$ cat config.mk
export PLATFORM = sky130hd
export DESIGN_NAME = mips_mc_ctrl_flat
export DESIGN_NICKNAME = d
export VERILOG_FILES = /design/src/rtl/mips_mc_ctrl_if.sv /design/src/rtl/mips_mc_ctrl.sv /design/src/flat_wrapper.sv
export SDC_FILE = /design/constraint.sdc
export NUM_CORES = 1
export LEC_CHECK = 0
export BUFFER_PORTS_ARGS = -buffer_cell sky130_fd_sc_hd__clkbuf_2
export CAP_MARGIN = 20
export CORE_MARGIN = 2
export CORE_UTILIZATION = 43
export CTS_CLUSTER_DIAMETER = 30
export CTS_CLUSTER_SIZE = 16
export DETAILED_ROUTE_END_ITERATION = 8
export PLACE_DENSITY_LB_ADDON = 0.1
export REMOVE_ABC_BUFFERS = 1
export SYNTH_ARGS = -nofsm -noshare
export SYNTH_HDL_FRONTEND = slang
export SYNTH_SLANG_ARGS = --single-unit
$ cat constraint.sdc
create_clock -name clk -period 2.7 [get_ports clk]
set_input_delay 0.54 -clock clk [delete_from_list [all_inputs] [get_ports clk]]
set_output_delay 0.54 -clock clk [all_outputs]
set_load 0.005 [all_outputs]
$ cat src/rtl/mips_mc_ctrl_if.sv
// Control bundle between the multicycle MIPS control FSM and its datapath.
// master = controller side, slave = datapath side.
interface mips_mc_ctrl_if;
  logic [5:0] opcode;
  logic [5:0] funct;
  logic       mem_ready;
  logic       irwrite;
  logic       pcwrite;
  logic       branch;
  logic       iord;
  logic       memread;
  logic       memwrite;
  logic       regwrite;
  logic       alusrca;
  logic [1:0] alusrcb;
  logic [1:0] aluop;
  logic [1:0] pcsrc;
  logic [1:0] memtoreg;
  logic [1:0] regdst;
  logic       err;
  logic [3:0] state_o;

  modport master (
    input  opcode, funct, mem_ready,
    output irwrite, pcwrite, branch, iord, memread, memwrite, regwrite,
           alusrca, alusrcb, aluop, pcsrc, memtoreg, regdst, err, state_o
  );

  modport slave (
    output opcode, funct, mem_ready,
    input  irwrite, pcwrite, branch, iord, memread, memwrite, regwrite,
           alusrca, alusrcb, aluop, pcsrc, memtoreg, regdst, err, state_o
  );
endinterface

$ cat src/rtl/mips_mc_ctrl.sv
// Multicycle MIPS control FSM: sequences the shared datapath for RTYPE/LW/SW/
// BEQ/ADDI/J/JAL/JR, with a mem_ready watchdog that traps into a sticky ERROR.
module mips_mc_ctrl #(
  parameter int unsigned TIMEOUT = 15,
  parameter int unsigned CW      = 8
) (
  input  logic           clk,
  input  logic           reset_n,
  mips_mc_ctrl_if.master bus
);

  typedef enum logic [3:0] {
    S_FETCH   = 4'd0,
    S_DECODE  = 4'd1,
    S_MEMADR  = 4'd2,
    S_MEMRD   = 4'd3,
    S_MEMWB   = 4'd4,
    S_MEMWR   = 4'd5,
    S_EXECUTE = 4'd6,
    S_ALUWB   = 4'd7,
    S_BRANCH  = 4'd8,
    S_ADDIEX  = 4'd9,
    S_ADDIWB  = 4'd10,
    S_JUMP    = 4'd11,
    S_JAL     = 4'd12,
    S_JR      = 4'd13,
    S_ERROR   = 4'd15
  } state_e;

  localparam logic [5:0] OP_RTYPE = 6'b000000;
  localparam logic [5:0] OP_LW    = 6'b100011;
  localparam logic [5:0] OP_SW    = 6'b101011;
  localparam logic [5:0] OP_BEQ   = 6'b000100;
  localparam logic [5:0] OP_ADDI  = 6'b001000;
  localparam logic [5:0] OP_J     = 6'b000010;
  localparam logic [5:0] OP_JAL   = 6'b000011;
  localparam logic [5:0] FN_JR    = 6'b001000;

  state_e        state_q, state_d;
  logic [CW-1:0] tmo_q, tmo_d;
  logic          mem_wait;
  logic          timed_out;

  logic       irwrite_c, pcwrite_c, branch_c, iord_c, memread_c;
  logic       memwrite_c, regwrite_c, alusrca_c;
  logic [1:0] alusrcb_c, aluop_c, pcsrc_c, memtoreg_c, regdst_c;

  always_ff @(posedge clk or negedge reset_n) begin
    if (!reset_n) begin
      state_q <= S_FETCH;
      tmo_q   <= '0;
    end else begin
      state_q <= state_d;
      tmo_q   <= tmo_d;
    end
  end

  assign mem_wait  = (state_q == S_FETCH) || (state_q == S_MEMRD) ||
                     (state_q == S_MEMWR);
  // mem_ready on the TIMEOUT cycle still completes the access.
  assign timed_out = mem_wait && !bus.mem_ready && (tmo_q == CW'(TIMEOUT));

  always_comb begin
    state_d = state_q;
    case (state_q)
      S_FETCH:   if (bus.mem_ready) state_d = S_DECODE;
      S_DECODE: begin
        case (bus.opcode)
          OP_LW, OP_SW: state_d = S_MEMADR;
          OP_RTYPE:     state_d = (bus.funct == FN_JR) ? S_JR : S_EXECUTE;
          OP_BEQ:       state_d = S_BRANCH;
          OP_ADDI:      state_d = S_ADDIEX;
          OP_J:         state_d = S_JUMP;
          OP_JAL:       state_d = S_JAL;
          default:      state_d = S_ERROR;
        endcase
      end
      S_MEMADR:  state_d = (bus.opcode == OP_LW) ? S_MEMRD : S_MEMWR;
      S_MEMRD:   if (bus.mem_ready) state_d = S_MEMWB;
      S_MEMWB:   state_d = S_FETCH;
      S_MEMWR:   if (bus.mem_ready) state_d = S_FETCH;
      S_EXECUTE: state_d = S_ALUWB;
      S_ALUWB:   state_d = S_FETCH;
      S_BRANCH:  state_d = S_FETCH;
      S_ADDIEX:  state_d = S_ADDIWB;
      S_ADDIWB:  state_d = S_FETCH;
      S_JUMP:    state_d = S_FETCH;
      S_JAL:     state_d = S_FETCH;
      S_JR:      state_d = S_FETCH;
      S_ERROR:   state_d = S_ERROR;
      default:   state_d = S_ERROR;
    endcase
    if (timed_out) state_d = S_ERROR;
  end

  // Any state change restarts the watchdog, so each wait state sees a fresh count.
  always_comb begin
    tmo_d = tmo_q;
    if (state_d != state_q)
      tmo_d = '0;
    else if (mem_wait && !bus.mem_ready)
      tmo_d = tmo_q + 1'b1;
  end

  always_comb begin
    irwrite_c  = 1'b0;
    pcwrite_c  = 1'b0;
    branch_c   = 1'b0;
    iord_c     = 1'b0;
    memread_c  = 1'b0;
    memwrite_c = 1'b0;
    regwrite_c = 1'b0;
    alusrca_c  = 1'b0;
    alusrcb_c  = 2'b00;
    aluop_c    = 2'b00;
    pcsrc_c    = 2'b00;
    memtoreg_c = 2'b00;
    regdst_c   = 2'b00;
    case (state_q)
      S_FETCH: begin
        memread_c = 1'b1;
        alusrcb_c = 2'b01;
        irwrite_c = bus.mem_ready;
        pcwrite_c = bus.mem_ready;
      end
      S_DECODE: alusrcb_c = 2'b11;
      S_MEMADR: begin
        alusrca_c = 1'b1;
        alusrcb_c = 2'b10;
      end
      S_MEMRD: begin
        memread_c = 1'b1;
        iord_c    = 1'b1;
      end
      S_MEMWB: begin
        regwrite_c = 1'b1;
        memtoreg_c = 2'b01;
      end
      S_MEMWR: begin
        memwrite_c = 1'b1;
        iord_c     = 1'b1;
      end
      S_EXECUTE: begin
        alusrca_c = 1'b1;
        aluop_c   = 2'b10;
      end
      S_ALUWB: begin
        regwrite_c = 1'b1;
        regdst_c   = 2'b01;
      end
      S_BRANCH: begin
        alusrca_c = 1'b1;
        aluop_c   = 2'b01;
        branch_c  = 1'b1;
        pcsrc_c   = 2'b01;
      end
      S_ADDIEX: begin
        alusrca_c = 1'b1;
        alusrcb_c = 2'b10;
      end
      S_ADDIWB: regwrite_c = 1'b1;
      S_JUMP: begin
        pcwrite_c = 1'b1;
        pcsrc_c   = 2'b10;
      end
      S_JAL: begin
        regwrite_c = 1'b1;
        regdst_c   = 2'b10;
        memtoreg_c = 2'b10;
        pcwrite_c  = 1'b1;
        pcsrc_c    = 2'b10;
      end
      S_JR: begin
        pcwrite_c = 1'b1;
        pcsrc_c   = 2'b11;
      end
      default: ;
    endcase
  end

  // Write enables are masked while reset is held so an aborted instruction
  // cannot commit anything, even though FETCH's Mealy term follows mem_ready.
  assign bus.irwrite  = irwrite_c  & reset_n;
  assign bus.pcwrite  = pcwrite_c  & reset_n;
  assign bus.branch   = branch_c   & reset_n;
  assign bus.memwrite = memwrite_c & reset_n;
  assign bus.regwrite = regwrite_c & reset_n;
  assign bus.iord     = iord_c;
  assign bus.memread  = memread_c;
  assign bus.alusrca  = alusrca_c;
  assign bus.alusrcb  = alusrcb_c;
  assign bus.aluop    = aluop_c;
  assign bus.pcsrc    = pcsrc_c;
  assign bus.memtoreg = memtoreg_c;
  assign bus.regdst   = regdst_c;
  assign bus.err      = (state_q == S_ERROR);
  assign bus.state_o  = state_q;

endmodule

$ cat src/flat_wrapper.sv
// flat-port wrapper written by rule: the top's interface ports become plain ports
module mips_mc_ctrl_flat 
#(
  parameter int unsigned TIMEOUT = 15,
  parameter int unsigned CW      = 8
)
  (clk, reset_n, bus_opcode, bus_funct, bus_mem_ready, bus_irwrite, bus_pcwrite, bus_branch, bus_iord, bus_memread, bus_memwrite, bus_regwrite, bus_alusrca, bus_alusrcb, bus_aluop, bus_pcsrc, bus_memtoreg, bus_regdst, bus_err, bus_state_o);
  mips_mc_ctrl_if bus_i ();
  input  logic clk;
  input  logic reset_n;
  input wire logic [$bits(bus_i.opcode)-1:0] bus_opcode;
  input wire logic [$bits(bus_i.funct)-1:0] bus_funct;
  input wire logic [$bits(bus_i.mem_ready)-1:0] bus_mem_ready;
  output wire logic [$bits(bus_i.irwrite)-1:0] bus_irwrite;
  output wire logic [$bits(bus_i.pcwrite)-1:0] bus_pcwrite;
  output wire logic [$bits(bus_i.branch)-1:0] bus_branch;
  output wire logic [$bits(bus_i.iord)-1:0] bus_iord;
  output wire logic [$bits(bus_i.memread)-1:0] bus_memread;
  output wire logic [$bits(bus_i.memwrite)-1:0] bus_memwrite;
  output wire logic [$bits(bus_i.regwrite)-1:0] bus_regwrite;
  output wire logic [$bits(bus_i.alusrca)-1:0] bus_alusrca;
  output wire logic [$bits(bus_i.alusrcb)-1:0] bus_alusrcb;
  output wire logic [$bits(bus_i.aluop)-1:0] bus_aluop;
  output wire logic [$bits(bus_i.pcsrc)-1:0] bus_pcsrc;
  output wire logic [$bits(bus_i.memtoreg)-1:0] bus_memtoreg;
  output wire logic [$bits(bus_i.regdst)-1:0] bus_regdst;
  output wire logic [$bits(bus_i.err)-1:0] bus_err;
  output wire logic [$bits(bus_i.state_o)-1:0] bus_state_o;
  assign bus_i.opcode = bus_opcode;
  assign bus_i.funct = bus_funct;
  assign bus_i.mem_ready = bus_mem_ready;
  assign bus_irwrite = bus_i.irwrite;
  assign bus_pcwrite = bus_i.pcwrite;
  assign bus_branch = bus_i.branch;
  assign bus_iord = bus_i.iord;
  assign bus_memread = bus_i.memread;
  assign bus_memwrite = bus_i.memwrite;
  assign bus_regwrite = bus_i.regwrite;
  assign bus_alusrca = bus_i.alusrca;
  assign bus_alusrcb = bus_i.alusrcb;
  assign bus_aluop = bus_i.aluop;
  assign bus_pcsrc = bus_i.pcsrc;
  assign bus_memtoreg = bus_i.memtoreg;
  assign bus_regdst = bus_i.regdst;
  assign bus_err = bus_i.err;
  assign bus_state_o = bus_i.state_o;
  mips_mc_ctrl #(.TIMEOUT(TIMEOUT), .CW(CW)) u_core (.clk(clk), .reset_n(reset_n), .bus(bus_i));
endmodule
==> impl_summary.log, run 1 <==
INFO  metric clkLatencyLatePin = about 0.28 ns
INFO  metric totalPowerFinal = approximately 0.00037 W
INFO  metric numPortBuffers = 37
INFO  metric tritoncts = yes
INFO  metric floorplan.initialDensity = 45.6%
INFO  metric fin_cells = between 200 and 250
INFO  metric main_combinational_cell_family_by_area_after_synthesis = simple AND/OR/NAND/NOR gates
INFO  metric minimum_setup_slack_among_reg_to_reg_paths = 0.34 ns
INFO  metric fillerInstances = between 200 and 300
INFO  metric global_route.usage.total = 20.3%
INFO  metric stdcell_area = around 0.0016 mm²
INFO  metric final.setup.tns = 0 ns
INFO  metric cts-buffers-inserted = 3
INFO  metric synth.avg_cell_area = 7.93 µm²
INFO  metric chipWidth = 58.3 µm
INFO  metric grt_start_max_net_pins = 21
INFO  metric post-place-cells = between 200 and 250
INFO  metric synth-async-reset-ratio = 100%
INFO  metric routed_wirelength = between 3000 and 4000 µm
INFO  metric die_footprint = around 0.0034 mm²
INFO  metric max_slew_vio_count = 0
INFO  metric synth_seq_area_share = between 20% and 30%
INFO  metric drcViolationCount = 0
INFO  metric ctsHoldBuffers = 0
INFO  metric core_area = 0.00278 mm²
INFO  metric worst-endpoint-arrival = ~2.5 ns
INFO  metric htree_num_levels = 1
INFO  metric path_delay_family = simple AND/OR/NAND/NOR gates
INFO  metric worst_clock_skew = ~0.0017 ns
INFO  metric routedWlPerCell = between 10 and 15 µm
INFO  metric clock_tree.root_cell = clkbuf_4
INFO  metric min_period_over_period = 87.3%
INFO  metric fin_crit = around 2.4 ns
INFO  metric clk_pin_slew_worst_paths = about 0.07 ns
INFO  metric global_route_wire_length_before_repair = around 5400 µm
INFO  metric grt_setup_unrepaired = no
INFO  metric path_max_fanout = 14
INFO  metric synthCells = between 150 and 200
INFO  metric vdd_drop_max = roughly 0.34 mV
INFO  metric finalNetCount = about 220
INFO  metric viasPerCell = about 5.7
INFO  metric synth_adder_area_share = 0.986%
INFO  metric cp_slowest_stage_delay = 0.52 ns
INFO  metric worst_slew_pin_slew = roughly 0.75 ns
INFO  metric synth_compound_gate_area_share = a little under a quarter
INFO  metric floorplan.io_pins = 38
INFO  metric xor_xnor_fraction_of_synth_area = 6.90%
INFO  metric power.static_leakage = between 0.6 and 0.7 nW
INFO  metric postCtsSetupBuffers = 0
INFO  metric final_weighted_congestion_of_routability_driven_global_placement = 0.810
INFO  metric detail_route.iter0.violations = 85
INFO  metric yosys-mux-area-fraction = 1.58%
INFO  metric timing.max_slew.rel_slack = about half
INFO  metric critical_path.startpoint_type = register
INFO  metric max_cap_viol_count = 0
INFO  metric final_layout_size_suffix_gt1_share = about 29%
INFO  metric timing.hold.worst.class = in -> async
INFO  metric run_status = finished clean
INFO  metric cp_max_delay_cell = dfrtp_1
INFO  metric worst-r2r-cell-count = 6
INFO  metric cts_num_sinks = 12
INFO  metric floorplan.die.height = approximately 60 µm
INFO  metric hold_violations = 0
INFO  metric synth_simple_gate_area_share = between 30% and 40%
INFO  metric critical_register_to_register_path_endpoint = u_core.tmo_q[1]
INFO  metric vias = 1349
INFO  metric dp.final_hpwl = around 2500 µm
INFO  metric cts.repair.resized = 0
INFO  metric max_clock_freq = 0.424 GHz
INFO  metric antenna-diode-count = 0
INFO  metric final.hold.worst_slack = between 0.15 and 0.2 ns
INFO  metric power_density = roughly 240 mW/mm²
INFO  metric crit_type = reg -> reg
INFO  metric postPlaceCellArea = about 0.0015 mm²
INFO  metric clk_path_buf_depth = 2
INFO  metric via_count_of_the_first_global_routing_pass = 1222
INFO  metric mappedNetlistArea = around 0.0013 mm²
INFO  metric crit_path_cell_chain = or3_1, o32a_1, a211oi_1, a211oi_2, buf_4, nor4_1
INFO  metric area_delta_synth_final = 24.1%
INFO  metric postRouteAntennaNets = 0
INFO  metric yosys_most_used_dff = dfrtp_1
INFO  metric critical_path.reg2reg.startpoint = u_core.bus.state_o[3]
INFO  metric synth_warnings = 0
INFO  metric grt_overflow = 0
INFO  metric dr.pass1.iters = 4
INFO  metric synth-edff-count = 0
INFO  metric postSynthRegisterBits = 12
INFO  metric required_time_of_the_critical_path = 2.87 ns
INFO  metric antenna_found_initial = 0
INFO  metric synthDistinctLibCells = 47
INFO  metric placement_rows = 19
INFO  metric cp-end-kind = register
INFO  metric timing.critical_path.buf_inv = 1
INFO  metric timing.final.setup_violations = 0
## worst reg2reg max path, stage by stage, from the launching register on
cell and delay (ns):
dfrtp_1 0.52, or3_1 0.51, o32a_1 0.39, a211oi_1 0.30, a211oi_2 0.08, buf_4 0.18
nor4_1 0.28
## power breakdown
group | leakage (nW) | switching, W | internal, W
clock network | 0.0210 | 0.0000613 | 0.0000821
registers | 0.147 | 0 | 0.000180
logic | 0.522 | 0.0000258 | 0.0000212
total | 0.689 | 0.0000871 | 0.000283
## layout by cell type (no fill, tap or decap), types with 2 or more instances in the layout
cell type  synthesis  final
a211oi_1           3      3
a21o_1             3      3
a21oi_1            6      6
and3_1             3      3
and3b_1            2      2
and4b_1            2      2
buf_4              1     12
clkbuf_2           0     37
clkbuf_4           0      3
dfrtp_1           12     12
inv_1              5      5
mux2i_1            2      2
nand2_1           15     15
nand2b_1           5      5
nand3_1            7      7
nor2_1            16     16
nor2b_1            5      5
nor3_1             7      7
nor3b_1            4      4
nor4_1            11     11
o211ai_1           3      3
o21a_1             3      3
o21ai_0            3      3
or3_1              3      3
xnor2_1            7      7
xor2_1             3      3
## cell families (layout without fill, tap and decap cells)
logic type,count (synthesis),after routing
DFF,12,12
AOI/OAI and AO/OA,35,35
muxes,2,2
buffers and inverters,14,58
and+or+nand+nor,86,86
adders and majority gates,1,1
xor gates and xnor gates,10,10
## final cells by class
cell class              instances  area (µm²)  share of cell area (%)
clock buffers                   4        36.3                    2.31
inverters                       5        18.8                    1.19
multi-input cells             134         905                    57.5
flip-flops and latches         12         300                    19.1
well taps                      31        38.8                    2.46
repair buffers                 49         275                    17.5
## flip-flops by register name, summed over array words and instances (netlist names)
| signal | count |
|---|---|
| u_core.bus.state_o | 4 |
| u_core.tmo_q | 8 |
## metal layers
| layer | track usage [%] | wire (µm) |
|---|---|---|
| met4 | 6.64 | 53 |
| met5 | 0 | 0 |
| met2 | 33.5 | 1510 |
| met1 | 26.8 | 1470 |
| met3 | 3.74 | 190 |
## stage by stage
stage | setup slack, ns | utilization [%]
global placement | 0.160 | 55.3
finish | 0.342 | 56.6
CTS | 0.357 | 56.6
floorplan | 0.381 | -
global route | 0.158 | 56.6
detailed placement | 0.0669 | 55.3
## synth_stat cells, drive strengths merged (2+ instances only)
| library cell | number | area, µm² |
|---|---|---|
| and3 | 3 | 18.8 |
| nor2b | 5 | 31.3 |
| a21oi | 6 | 30.0 |
| xnor2 | 7 | 61.3 |
| nand2b | 5 | 31.3 |
| nor3 | 7 | 35.0 |
| nand2 | 15 | 56.3 |
| or3 | 3 | 18.8 |
| clkbuf | 7 | 26.3 |
| dfrtp | 12 | 300 |
| buf | 2 | 18.8 |
| and4b | 2 | 20.0 |
| and3b | 2 | 17.5 |
| xor2 | 3 | 26.3 |
| inv | 5 | 18.8 |
| a21o | 3 | 22.5 |
| nor2 | 16 | 60.1 |
| a211oi | 4 | 35.0 |
| nand4bb | 2 | 38.8 |
| nor4 | 11 | 68.8 |
| o21a | 3 | 22.5 |
| o21ai | 4 | 20.0 |
| nand3 | 7 | 35.0 |
| nor3b | 4 | 30.0 |
| o211ai | 3 | 22.5 |
| mux2i | 2 | 20.0 |
## worst max path at each step
stage                           from         endpoint  depth (start not counted)
2_1_floorplan  u_core.bus.state_o[1]  u_core.tmo_q[0]                          6
4_1_cts                bus_opcode[0]  u_core.tmo_q[1]                          8
3_5_place_dp           bus_opcode[0]  u_core.tmo_q[1]                          8
3_3_place_gp           bus_opcode[0]  u_core.tmo_q[1]                          8
6_report       u_core.bus.state_o[3]  u_core.tmo_q[1]                          6
5_1_grt        u_core.bus.state_o[3]  u_core.tmo_q[5]                          7
No activity file was read; power rests on OpenSTA's default activity.
==> run 2: changes to the inputs <==
- CORE_UTILIZATION: 43 -> 51
==> impl_summary.log, run 2 (synthesized netlist as in run 1, its figures left out) <==
INFO  metric global_route_wire_length_before_repair = 5040 µm (was 5420 µm)
INFO  metric post-place-cells = 228 (was 231)
INFO  metric cts.repair.resized = 0 (unchanged)
INFO  metric top_register = u_core.tmo_q (unchanged)
INFO  metric final_weighted_congestion_of_routability_driven_global_placement = 0.823 (was 0.810)
INFO  metric multi_input_comb_area = 905 µm² (unchanged)
INFO  metric finalNetCount = 219 (was 221)
INFO  metric routedWlPerCell = 13.3 µm (was 13.7 µm)
INFO  metric timing.final.setup_violations = 0 (unchanged)
INFO  metric required_time_of_the_critical_path = 2.86 ns (was 2.87 ns)
INFO  metric dp.final_hpwl = 2430 µm (was 2520 µm)
INFO  metric global_route.usage.total = 23.4% (was 20.3%)
INFO  metric run_status = finished clean (unchanged)
INFO  metric hold_violations = 0 (unchanged)
INFO  metric postPlaceCellArea = 0.00152 mm² (was 0.00154 mm²)
INFO  metric crit_type = reg -> reg (unchanged)
INFO  metric final.setup.tns = 0 ns (unchanged)
INFO  metric max_clock_freq = 0.421 GHz (was 0.424 GHz)
INFO  metric postCtsSetupBuffers = 0 (unchanged)
INFO  metric max_slew_vio_count = 0 (unchanged)
INFO  metric power.static_leakage = 0.671 nW (was 0.689 nW)
INFO  metric clk_path_buf_depth = 2 (unchanged)
INFO  metric final_layout_size_suffix_gt1_share = 28.4% (was 29.4%)
INFO  metric detail_route.iter0.violations = 27 (was 85)
INFO  metric final_core_utilization = 64.1% (was 56.6%)
INFO  metric tritoncts = yes (unchanged)
INFO  metric routed_wirelength = 3080 µm (was 3220 µm)
INFO  metric path_delay_family = simple AND/OR/NAND/NOR gates (unchanged)
INFO  metric area_delta_synth_final = 21.7% (was 24.1%)
INFO  metric postRouteAntennaNets = 0 (unchanged)
INFO  metric clk_pin_slew_worst_paths = 0.07 ns (about the same)
INFO  metric chipWidth = 53.9 µm (was 58.3 µm)
INFO  metric power.sequential.fraction = 54.3% (was 48.5%)
INFO  metric via_count_of_the_first_global_routing_pass = 1162 (was 1222)
INFO  metric drcViolationCount = 0 (unchanged)
INFO  metric fin_cells = 231 (was 235)
INFO  metric antenna_found_initial = 0 (unchanged)
INFO  metric cp_max_delay_cell = dfrtp_1 (unchanged)
INFO  metric htree_num_levels = 1 (unchanged)
INFO  metric floorplan.io_pins = 38 (unchanged)
INFO  metric floorplan.initialDensity = 52.6% (was 45.6%)
INFO  metric vias = 1342 (was 1349)
INFO  metric ff_latch_area = 300 µm² (unchanged)
INFO  metric layout_common_cells = 37 x clkbuf_2, 16 x nor2_1, 15 x nand2_1 (unchanged)
INFO  metric worst_clock_skew = 0.00341 ns (was 0.00166 ns)
INFO  metric combinationalPowerShare = 13.8% (was 12.7%)
INFO  metric worst-endpoint-arrival = 2.54 ns (was 2.53 ns)
INFO  metric viasPerCell = 5.81 (was 5.74)
INFO  metric fillerInstances = 218 (was 265)
INFO  metric timing.max_slew.rel_slack = 52.5% (was 49.8%)
INFO  metric core_area = 0.00241 mm² (was 0.00278 mm²)
INFO  metric max_cap_viol_count = 0 (unchanged)
INFO  metric worst_slew_pin_slew = 0.709 ns (was 0.749 ns)
INFO  metric fin_crit = 2.38 ns (was 2.36 ns)
INFO  metric numPortBuffers = 37 (unchanged)
INFO  metric timing.critical_path.buf_inv = 1 (unchanged)
INFO  metric min_period_over_period = 88.1% (was 87.3%)
INFO  metric critical_path.startpoint_type = register (unchanged)
INFO  metric timing.hold.worst.class = in -> async (unchanged)
INFO  metric grt_start_max_net_pins = 23 (was 21)
INFO  metric floorplan.die.height = 53.9 µm (was 58.3 µm)
INFO  metric cts_num_sinks = 12 (unchanged)
INFO  metric internal_power = 0.000251 W (was 0.000283 W)
INFO  metric power_density = 214 mW/mm² (was 235 mW/mm²)
INFO  metric die_footprint = 0.00290 mm² (was 0.00340 mm²)
INFO  metric path_max_fanout = 8 (was 14)
INFO  metric cp-end-kind = register (unchanged)
INFO  metric antenna-diode-count = 0 (unchanged)
INFO  metric pwr-share-clk = 31.9% (was 38.8%)
INFO  metric largest_reg_flops = 8 (unchanged)
INFO  metric dr.pass1.iters = 4 (unchanged)
INFO  metric switching_power = 0.0000797 W (was 0.0000871 W)
INFO  metric power.switching_fraction = 24.1% (was 23.6%)
INFO  metric clkLatencyLatePin = 0.27 ns (was 0.28 ns)
INFO  metric vdd_drop_max = 0.292 mV (was 0.345 mV)
INFO  metric cts-buffers-inserted = 3 (unchanged)
INFO  metric grt_overflow = 0 (unchanged)
INFO  metric grt_setup_unrepaired = no (unchanged)
INFO  metric clock_tree.root_cell = clkbuf_4 (unchanged)
INFO  metric stdcell_area = 0.00154 mm² (was 0.00157 mm²)
INFO  metric ctsHoldBuffers = 0 (unchanged)
INFO  metric crit_path_cell_chain = nand2b_1, or3_1, o32a_1, a211oi_1, a211oi_2, buf_4, nor4_1 (was or3_1, o32a_1, a211oi_1, a211oi_2, buf_4, nor4_1)
INFO  metric cp_slowest_stage_delay = 0.44 ns (was 0.52 ns)
INFO  metric placement_rows = 18 (was 19)
INFO  metric final_common_cell = clkbuf_2 (unchanged)
==> run 2: power by group through the flow <==
stage | clock network (W) | registers [W] | logic [W]
after detailed placement | 0 | 0.000183 | 0.0000455
final | 0.000106 | 0.000180 | 0.0000456
after CTS | 0.000110 | 0.000180 | 0.0000455
after floorplan | 0 | 0.000183 | 0.0000191
after global routing | 0.000116 | 0.000180 | 0.0000502
after global placement | 0 | 0.000183 | 0.0000437
==> run 2: cell type report <==
type / count / share of cell area (%)
Tap cell: 30 / 2.43
Inverter: 5 / 1.22
Sequential cell: 12 / 19.4
Clock buffer: 3 / 1.46
Timing Repair Buffer: 47 / 16.9
Multi-Input combinational cell: 134 / 58.6
==> run 2: worst paths after layout <==
kind / start / to / slack [ns] / depth (start not counted)
worst max-delay path: u_core.bus.state_o[1] / u_core.tmo_q[3] / 0.32 / 7
worst max register to register: u_core.bus.state_o[1] / u_core.tmo_q[3] / 0.32 / 7
worst min-delay path: reset_n / u_core.tmo_q[4] / 0.16 / 1
worst min register to register: u_core.tmo_q[7] / u_core.tmo_q[7] / 0.58 / 2
max in group asynchronous: reset_n / u_core.tmo_q[3] / 2.28 / 1
min in group clk: u_core.tmo_q[7] / u_core.tmo_q[7] / 0.58 / 2
==> run 2: metal layers <==
layer | vias up | global-route usage (%) | share of wire, %
met3 | 9 | 2.50 | 5.0
met2 | 44 | 40.4 | 46
met5 | - | 0 | 0
met4 | 0 | 8.97 | 2.6
li1 | 674 | - | -
met1 | 615 | 29.8 | 46
==> run 2: per-stage QoR <==
| stage | total power (W) | setup WS (ns) | hold slack, ns |
|---|---|---|---|
| 2_1_floorplan | 0.000202 | 0.381 | 0.244 |
| 3_3_place_gp | 0.000227 | 0.131 | 0.448 |
| 3_5_place_dp | 0.000229 | 0.0339 | 0.457 |
| 4_1_cts | 0.000335 | 0.301 | 0.166 |
| 5_1_grt | 0.000346 | 0.159 | 0.173 |
| 6_report | 0.000331 | 0.322 | 0.165 |
==> run 3: changes to the inputs <==
- CORE_UTILIZATION: 51 -> 24
- clock period: 2.7 -> 2.3 ns (I/O delays scaled with it)
==> impl_summary.log, run 3 (synthesized netlist as in run 1, its figures left out) <==
INFO  metric core_area = 0.00511 mm² (was 0.00241 mm²)
INFO  metric final_weighted_congestion_of_routability_driven_global_placement = 0.803 (was 0.823)
INFO  metric detail_route.iter0.violations = 58 (was 27)
INFO  metric routedWlPerCell = 13.0 µm (was 13.3 µm)
INFO  metric postRouteAntennaNets = 0 (unchanged)
INFO  metric drcViolationCount = 0 (unchanged)
INFO  metric placement_rows = 26 (was 18)
INFO  metric clk_path_buf_depth = 2 (unchanged)
INFO  metric cp-end-kind = register (unchanged)
INFO  metric numPortBuffers = 37 (unchanged)
INFO  metric worst_clock_skew = 0.00134 ns (was 0.00341 ns)
INFO  metric chipWidth = 76.7 µm (was 53.9 µm)
INFO  metric hold_violations = 0 (unchanged)
INFO  metric layout_common_cells = 37 x clkbuf_2, 29 x buf_4, 16 x nor2_1 (was 37 x clkbuf_2, 16 x nor2_1, 15 x nand2_1)
INFO  metric grt_start_max_net_pins = 16 (was 23)
INFO  metric finalNetCount = 239 (was 219)
INFO  metric power_density = 247 mW/mm² (was 214 mW/mm²)
INFO  metric die_footprint = 0.00588 mm² (was 0.00290 mm²)
INFO  metric global_route_wire_length_before_repair = 6330 µm (was 5040 µm)
INFO  metric combinationalPowerShare = 14.3% (was 13.8%)
INFO  metric antenna_found_initial = 0 (unchanged)
INFO  metric via_count_of_the_first_global_routing_pass = 1364 (was 1162)
INFO  metric global_route.usage.total = 12.8% (was 23.4%)
INFO  metric path_delay_family = simple AND/OR/NAND/NOR gates (unchanged)
INFO  metric top_register = u_core.tmo_q (unchanged)
INFO  metric largest_reg_flops = 8 (unchanged)
INFO  metric totalPowerFinal = 0.000463 W (was 0.000331 W)
INFO  metric post-place-cells = 284 (was 228)
INFO  metric final_layout_size_suffix_gt1_share = 39.8% (was 28.4%)
INFO  metric timing.max_slew.rel_slack = 68.5% (was 52.5%)
INFO  metric fin_cells = 291 (was 231)
INFO  metric max_cap_viol_count = 0 (unchanged)
INFO  metric power.sequential.fraction = 45.7% (was 54.3%)
INFO  metric timing.hold.worst.class = in -> async (unchanged)
INFO  metric grt_setup_unrepaired = yes (was no)
INFO  metric worst-endpoint-arrival = 2.35 ns (was 2.54 ns)
INFO  metric tritoncts = yes (unchanged)
INFO  metric ctsHoldBuffers = 0 (unchanged)
INFO  metric timing.final.setup_violations = 0 (unchanged)
INFO  metric path_max_fanout = 3 (was 8)
INFO  metric run_status = finished clean (unchanged)
INFO  metric worst_slew_pin_slew = 0.468 ns (was 0.709 ns)
INFO  metric clock_tree.root_cell = clkbuf_8 (was clkbuf_4)
INFO  metric antenna-diode-count = 0 (unchanged)
INFO  metric final_core_utilization = 36.6% (was 64.1%)
INFO  metric floorplan.io_pins = 38 (unchanged)
INFO  metric vias = 1417 (was 1342)
INFO  metric area_delta_synth_final = 47.4% (was 21.7%)
INFO  metric max_slew_vio_count = 0 (unchanged)
INFO  metric internal_power = 0.000360 W (was 0.000251 W)
INFO  metric routed_wirelength = 3780 µm (was 3080 µm)
INFO  metric fin_crit = about 2.2 ns
INFO  metric dr.pass1.iters = 4 (unchanged)
INFO  metric grt_overflow = 0 (unchanged)
INFO  metric floorplan.die.height = 76.7 µm (was 53.9 µm)
INFO  metric power.static_leakage = 0.787 nW (was 0.671 nW)
INFO  metric power.switching_fraction = 22.3% (was 24.1%)
INFO  metric min_period_over_period = just under 100%
INFO  metric vdd_drop_max = 0.120 mV (was 0.292 mV)
INFO  metric htree_num_levels = 1 (unchanged)
INFO  metric max_clock_freq = 0.451 GHz
INFO  metric viasPerCell = 4.87 (was 5.81)
INFO  metric critical_path.startpoint_type = input pin (was register)
INFO  metric cts-buffers-inserted = 3 (unchanged)
INFO  metric crit_type = in -> reg (was reg -> reg)
INFO  metric cts_num_sinks = 12 (unchanged)
INFO  metric required_time_of_the_critical_path = 2.43 ns (was 2.86 ns)
INFO  metric clk_pin_slew_worst_paths = 0.05 ns (was 0.07 ns)
INFO  metric timing.critical_path.buf_inv = 2 (was 1)
INFO  metric cp_max_delay_cell = or4_4 (was dfrtp_1)
INFO  metric floorplan.initialDensity = 24.8% (was 52.6%)
INFO  metric pwr-share-clk = 39.9% (was 31.9%)
INFO  metric clkLatencyLatePin = 0.23 ns (was 0.27 ns)
INFO  metric dp.final_hpwl = 3020 µm (was 2430 µm)
INFO  metric final_common_cell = clkbuf_2 (unchanged)
INFO  metric switching_power = 0.000103 W (was 0.0000797 W)
INFO  metric crit_path_cell_chain = clkbuf_2, or4_4, o32ai_4, nand4bb_4, a2111oi_4, a211oi_4, buf_4, nor4_1 (was nand2b_1, or3_1, o32a_1, a211oi_1, a211oi_2, buf_4, nor4_1)
INFO  metric cp_slowest_stage_delay = 0.56 ns (was 0.44 ns)
-- run 3: path summary, 6_finish.rpt --
kind / slack, ns / from / to / cells past startpoint
max: 0.08 / bus_opcode[1] / u_core.tmo_q[4] / 8
min: 0.17 / reset_n / u_core.tmo_q[6] / 2
max reg2reg: 0.12 / u_core.bus.state_o[1] / u_core.tmo_q[4] / 7
min reg2reg: 0.59 / u_core.tmo_q[7] / u_core.tmo_q[7] / 2
max in group asynchronous: 1.97 / reset_n / u_core.tmo_q[2] / 2
min in group clk: 0.59 / u_core.tmo_q[7] / u_core.tmo_q[7] / 2
-- run 3: power groups by stage --
stage	Clock [W]	Sequential, W	Combinational [W]
after CTS	0.000194	0.000211	0.0000667
after floorplan	0	0.000215	0.0000224
after detailed placement	0	0.000215	0.0000666
after global placement	0	0.000215	0.0000645
after global routing	0.000202	0.000211	0.0000739
final	0.000185	0.000212	0.0000663
-- run 3: per-layer routing --
metal  GRT usage (%)  vias up  part of all wire (%)
li1                -      713                     -
met1            16.4      664                    43
met2            22.5       34                    52
met3            1.76        6                   3.5
met4            3.64        0                   1.1
met5               0        -                     0
-- run 3: final cells by class --
type	count	area, µm²
fillers	552	3240
multi-input cells	134	1010
repair buffers	67	414
flip-flops and latches	12	300
well taps	70	87.6
clock buffers	3	41.3
inverters	5	18.8
-- run 3: timing repair --
item / CTS / global route
pin swaps: 0 / 9
endpoints found under the hold margin: 0 / 0
cloned: 0 / 0
setup buffers: 0 / 5
resized for setup: 2 / 15
endpoints found under the setup margin: 4 / 8
-- run 3: stage by stage --
step | setup WS [ns] | hold WS (ns) | instance area [µm²] | setup TNS, ns
5_1_grt | -0.0471 | 0.179 | 1870 | -0.105
6_report | 0.0821 | 0.169 | 1870 | 0
3_3_place_gp | -0.163 | 0.422 | 1690 | -1.29
2_1_floorplan | -0.0187 | 0.164 | 1220 | -0.150
3_5_place_dp | -0.244 | 0.425 | 1690 | -1.66
4_1_cts | 0.00605 | 0.171 | 1750 | 0
